===== src/rtl/alu_share_arbiter.sv =====
// Purpose: round-robin share of one combinational rv32i ALU between NUM_REQ requesters.
// Latency: accept edge E0 -> o_rsp_valid high after E0+1; at least 3 cycles per request.
// Backpressure: o_rsp_* held until i_rsp_ready; no request is accepted while a response is pending.
//
// Ports:
//   i_clk, i_rst_n                     clock (rising edge), async active-low reset
//   i_req_valid / o_req_ready          per-requester handshake; ready is one-hot or zero
//   i_req_operand_a/_b, i_req_alu_op   per-requester operands and operation
//   o_operand_a/_b, o_alu_op           registered operands driving the shared ALU
//   i_alu_data                         combinational ALU result from o_operand_*/o_alu_op
//   o_rsp_valid/_id/_data, i_rsp_ready response to the owning requester

package alu_share_pkg;

    typedef enum logic [3:0] {
        ALU_ADD    = 4'd0,
        ALU_SUB    = 4'd1,
        ALU_SLL    = 4'd2,
        ALU_SLT    = 4'd3,
        ALU_SLTU   = 4'd4,
        ALU_XOR    = 4'd5,
        ALU_SRL    = 4'd6,
        ALU_SRA    = 4'd7,
        ALU_OR     = 4'd8,
        ALU_AND    = 4'd9,
        ALU_COPY_B = 4'd10
    } ALUSel_e;

endpackage

module alu_share_arbiter
    import alu_share_pkg::*;
#(
    parameter  int NUM_REQ = 2,
    localparam int IDX_W   = $clog2(NUM_REQ)
) (
    input  logic                       i_clk,
    input  logic                       i_rst_n,

    input  logic [NUM_REQ-1:0]         i_req_valid,
    output logic [NUM_REQ-1:0]         o_req_ready,
    input  logic [NUM_REQ-1:0][31:0]   i_req_operand_a,
    input  logic [NUM_REQ-1:0][31:0]   i_req_operand_b,
    input  ALUSel_e [NUM_REQ-1:0]      i_req_alu_op,

    output logic [31:0]                o_operand_a,
    output logic [31:0]                o_operand_b,
    output ALUSel_e                    o_alu_op,
    input  logic [31:0]                i_alu_data,

    output logic                       o_rsp_valid,
    output logic [IDX_W-1:0]           o_rsp_id,
    output logic [31:0]                o_rsp_data,
    input  logic                       i_rsp_ready
);

    typedef enum logic [1:0] {
        ST_IDLE = 2'd0,
        ST_EXEC = 2'd1,
        ST_RESP = 2'd2
    } state_e;

    state_e            state;
    logic [IDX_W-1:0]  rr_ptr;
    logic [IDX_W-1:0]  grant_idx;
    logic              grant_vld;
    logic [IDX_W-1:0]  next_ptr;

    // Round-robin search starting at rr_ptr. Walking the offsets from the
    // farthest to the nearest lets the nearest valid requester win without
    // a priority-encoder break. The candidate carries one extra bit so the
    // modulo wrap works for non-power-of-two NUM_REQ.
    always_comb begin
        logic [IDX_W:0] cand;
        cand      = '0;
        grant_vld = 1'b0;
        grant_idx = rr_ptr;
        for (int off = NUM_REQ - 1; off >= 0; off--) begin
            cand = {1'b0, rr_ptr} + (IDX_W + 1)'(off);
            if (cand >= (IDX_W + 1)'(NUM_REQ)) begin
                cand = cand - (IDX_W + 1)'(NUM_REQ);
            end
            if (i_req_valid[cand[IDX_W-1:0]]) begin
                grant_vld = 1'b1;
                grant_idx = cand[IDX_W-1:0];
            end
        end
    end

    // Pointer moves to just past the winner so it has lowest priority next time.
    always_comb begin
        if (grant_idx == IDX_W'(NUM_REQ - 1)) begin
            next_ptr = '0;
        end else begin
            next_ptr = grant_idx + IDX_W'(1);
        end
    end

    // Ready only in IDLE and never while reset is asserted, so a requester
    // cannot believe it was accepted by a block that is being cleared.
    always_comb begin
        o_req_ready = '0;
        if (i_rst_n && (state == ST_IDLE) && grant_vld) begin
            o_req_ready[grant_idx] = 1'b1;
        end
    end

    always_ff @(posedge i_clk or negedge i_rst_n) begin
        if (!i_rst_n) begin
            state       <= ST_IDLE;
            rr_ptr      <= '0;
            o_operand_a <= '0;
            o_operand_b <= '0;
            o_alu_op    <= ALU_ADD;
            o_rsp_valid <= 1'b0;
            o_rsp_id    <= '0;
            o_rsp_data  <= '0;
        end else begin
            case (state)
                ST_IDLE: begin
                    if (grant_vld) begin
                        o_operand_a <= i_req_operand_a[grant_idx];
                        o_operand_b <= i_req_operand_b[grant_idx];
                        o_alu_op    <= i_req_alu_op[grant_idx];
                        o_rsp_id    <= grant_idx;
                        rr_ptr      <= next_ptr;
                        state       <= ST_EXEC;
                    end
                end
                ST_EXEC: begin
                    // ALU inputs have been stable for a full cycle here.
                    o_rsp_data  <= i_alu_data;
                    o_rsp_valid <= 1'b1;
                    state       <= ST_RESP;
                end
                ST_RESP: begin
                    if (i_rsp_ready) begin
                        o_rsp_valid <= 1'b0;
                        state       <= ST_IDLE;
                    end
                end
                default: begin
                    o_rsp_valid <= 1'b0;
                    state       <= ST_IDLE;
                end
            endcase
        end
    end

    // Structural invariants of the handshake.
    a_ready_onehot: assert property (@(posedge i_clk) disable iff (!i_rst_n)
        $onehot0(o_req_ready));

    a_no_accept_during_rsp: assert property (@(posedge i_clk) disable iff (!i_rst_n)
        o_rsp_valid |-> (o_req_ready == '0));

    a_rsp_hold: assert property (@(posedge i_clk) disable iff (!i_rst_n)
        (o_rsp_valid && !i_rsp_ready) |=> (o_rsp_valid && $stable(o_rsp_id) && $stable(o_rsp_data)));

endmodule

===== config.mk =====
export PLATFORM = sky130hd
export DESIGN_NAME = alu_share_arbiter
export DESIGN_NICKNAME = d
export VERILOG_FILES = /design/src/rtl/alu_share_arbiter.sv
export SDC_FILE = /design/constraint.sdc
export NUM_CORES = 1
export LEC_CHECK = 0
export ABC_AREA = 1
export BUFFER_PORTS_ARGS = -buffer_cell sky130_fd_sc_hd__buf_2
export CORE_ASPECT_RATIO = 0.9
export CORE_MARGIN = 1
export CORE_UTILIZATION = 40
export CTS_CLUSTER_DIAMETER = 150
export DETAILED_ROUTE_END_ITERATION = 6
export PLACE_DENSITY = 0.73
export SLEW_MARGIN = 20
export SYNTH_ARGS = -nofsm -noshare
export SYNTH_HDL_FRONTEND = slang
export SYNTH_SLANG_ARGS = --single-unit

===== constraint.sdc =====
create_clock -name i_clk -period 1.4 [get_ports i_clk]
set_input_delay 0.14 -clock i_clk [delete_from_list [all_inputs] [get_ports i_clk]]
set_output_delay 0.14 -clock i_clk [all_outputs]
set_load 0.05 [all_outputs]

==> qor.txt <==
Fillers: 1,134
Max Fclk: 691 MHz
count of final max-slew check failures: 0
# IOs: 277
dpl ws: 0.0518 ns
Die Wd: 120 um
die footprint: 0.0129 mm2
CTS Buf Count: 9
root buffer cell: clkbuf_16
Worst Path Required: 1.26 ns
Syn Nets: 731
vias per std cell: 5.36
Clock Sink Count: 105
largest net degree at the start of global routing: 106
reg-to-reg endpoint: o_operand_b[18]
CP max stage cell: dfrtp_2
PwrDens: 2880 mW/mm2
Final Util: 56.6%
RSZ-0062 raised after global routing: yes
syn_area_per_cell: 8.95 um2
first-pass GRT wire length: 24,500 um
Yosys top cell by area: dfrtp_1
Hold EP: o_rsp_data[9]
overall power: 19.8 mW
DRC: 0
Multi-input gate area: 0.00199 mm2
routed len/inst: 15.9 um
initial antenna violation count: 1
largest family of logic cells by synthesized area: simple AND/OR/NAND/NOR gates
Top FF cell, synth: dfrtp_1
post-synth top area share: 52.6%
sequential share of the synthesized area: 52.6%
Post-synth EDFFs: 0
setup total negative slack: -0.0793 ns
crit path launch type: flop
die height: 108 um
P_leak: 3.64 nW
Seq cells post-synth: 105
Crit Path Max Fanout: 3
clk buf depth: 2
cell area after layout: 0.00686 mm2
share of cells above drive strength 1: 40.3%
Final HPWL DP: 10,800 um
Fin Hold WS: 0.0245 ns
number of global-route vias before repair: 4,854
Worst Min Path Start: i_alu_data[9]
CP cell instances: nor2_8 > nand3_2 > nor2_4 > buf_8
Port Buffer Count: 276
worst-case vdd ir drop: 0.00137 V
Crit Path Category: flop to output pin
post-synthesis mux area share: 0%
Post-Synth XOR/XNOR Area: 0%
RR Startpoint: state[0]
register area: 0.00263 mm2
DRT Wirelength: 15,600 um
Placed Instance Area: 0.00649 mm2
TritonCTS clock tree: done
clock skew: 0.00540 ns
Yosys Warn Count: 0
DR pass1 iterations: 4
fin crit period: 1.45 ns
Skew-Pair Late Insertion Delay: 0.34 ns
CP Capture Type: output pin
cell area after synthesis: 0.00499 mm2
outcome: complete, but fails checks
Worst slew margin: 63.0%
top post-synthesis cells by area: dfrtp_1 (53%), nand4_1 (17%), nand3_1 (10%)
endpoints failing setup: 3
max_cap viols: 0
Reg2Reg Depth: 6
starting density of the core: 41.2%
GPL Wtd Cong: 0.781
Final Non-Filler Cells: 977
failing checks: negative setup slack
GRT Total Usage: 24.3%
Core Area: 0.0121 mm2
Syn Inst Count: 558
Hold WC Path Type: input pin to flop
Synth Area in Simple Gates: 38.4%
Area Growth Syn to Fin: 37.5%
final worst-path cycle share: 103%
Slew @ Worst Pin: 0.555 ns
synth cell count leaders: nand2_1 (136), nand4_1 (136), dfrtp_1 (105)
Hold Vio Cnt, Final: 0
Synth cell types: 17
R2R Setup Slk: 0 ns
adder-cell share of the synthesized area: 0%
critical path arrival: 1.31 ns
Worst-path clk slew: 0.07 ns
grt total ovfl: 0
DR vias: 5,240
hold depth: 3
Core Rows: 38
Starting DRT DRC Count: 405
fraction of registers with async set/reset: 100%
dpl cells: 957
htree depth: 3
Setup crit start: state[0]
fin nets: 984
Synth Area in Compound Gates: 0.727%
ANT nets after route: 0
crit-path max cell delay: 0.44 ns
Worst Slack Setup Final: -0.0474 ns
## area by class of cell
| type | count | area share, % |
|---|---|---|
| diodes | 1 | 0.0365 |
| clock buffers | 10 | 3.34 |
| inverters | 5 | 0.273 |
| flip-flops and latches | 105 | 38.3 |
| well taps | 160 | 2.92 |
| clock inverters | 6 | 0.948 |
| repair buffers | 304 | 25.2 |
| multi-input cells | 386 | 29.0 |
## sequential cells by signal, indices dropped and copies added (netlist names)
| register | count |
|---|---|
| o_alu_op | 4 |
| o_operand_a | 32 |
| o_operand_b | 32 |
| o_rsp_data | 32 |
| o_rsp_id | 1 |
| o_rsp_valid | 1 |
| rr_ptr | 1 |
| state | 2 |
## worst max-delay path by stage
| stage | to | slack (ns) | depth (start not counted) |
|---|---|---|---|
| after floorplan | o_req_ready[1] | 0.07 | 5 |
| after detailed placement | o_req_ready[1] | 0.05 | 4 |
| after global routing | o_req_ready[0] | -0.12 | 4 |
| final | o_req_ready[0] | -0.05 | 4 |
| after CTS | o_req_ready[0] | -0.07 | 4 |
| after global placement | o_req_ready[1] | 0.08 | 4 |
## cells in the final DEF, fill, tap and decap left out, types with 4 or more instances in the layout
master     synthesis  layout
buf_4             12      18
buf_12             0       7
nand3_1          102     100
dfrtp_1          105     103
nand4_1          136     136
clkbuf_16          0       9
buf_2             12     273
nand2_1          136     135
o21ai_0            4       4
inv_1              4       4
## critical path, delay by kind of cell (launching register included)
kind	cells	cell delay, ns
AND/OR/NAND/NOR	3	0.36
buffers and inverters	1	0.15
flip-flops	1	0.44
## where the power goes
| group | total, mW | switching, mW | internal, mW | leakage [nW] |
|---|---|---|---|---|
| combinational | 12.0 | 8.93 | 3.02 | 2.21 |
| clock | 2.52 | 1.13 | 1.39 | 0.143 |
| sequential | 5.33 | 0.794 | 4.53 | 1.29 |
## routing by layer
metal  vias to the layer above  global-route usage [%]  routed length [um]  part of all wire [%]
met4                         0                    7.50                 233                   1.5
met2                       246                    40.0                7560                    49
met1                      2459                    31.9                6730                    43
li1                       2516                       -                   -                     -
met5                         -                       0                   0                     0
met3                        19                    5.70                1060                   6.8
## timing repair
action / 4_1_cts / 5_1_grt
hold buffers: 2 / 0
pin swaps: 1 / 0
resized for setup: 10 / 2
setup buffers: 1 / 0
setup endpoints to repair: 2 / 35
hold endpoints to repair: 106 / 0
## cells by family after synthesis
group,Yosys count
simple gates,381
flops,105
buf+inv,67
compound gates,5
No activity file was read; power rests on OpenSTA's default activity.
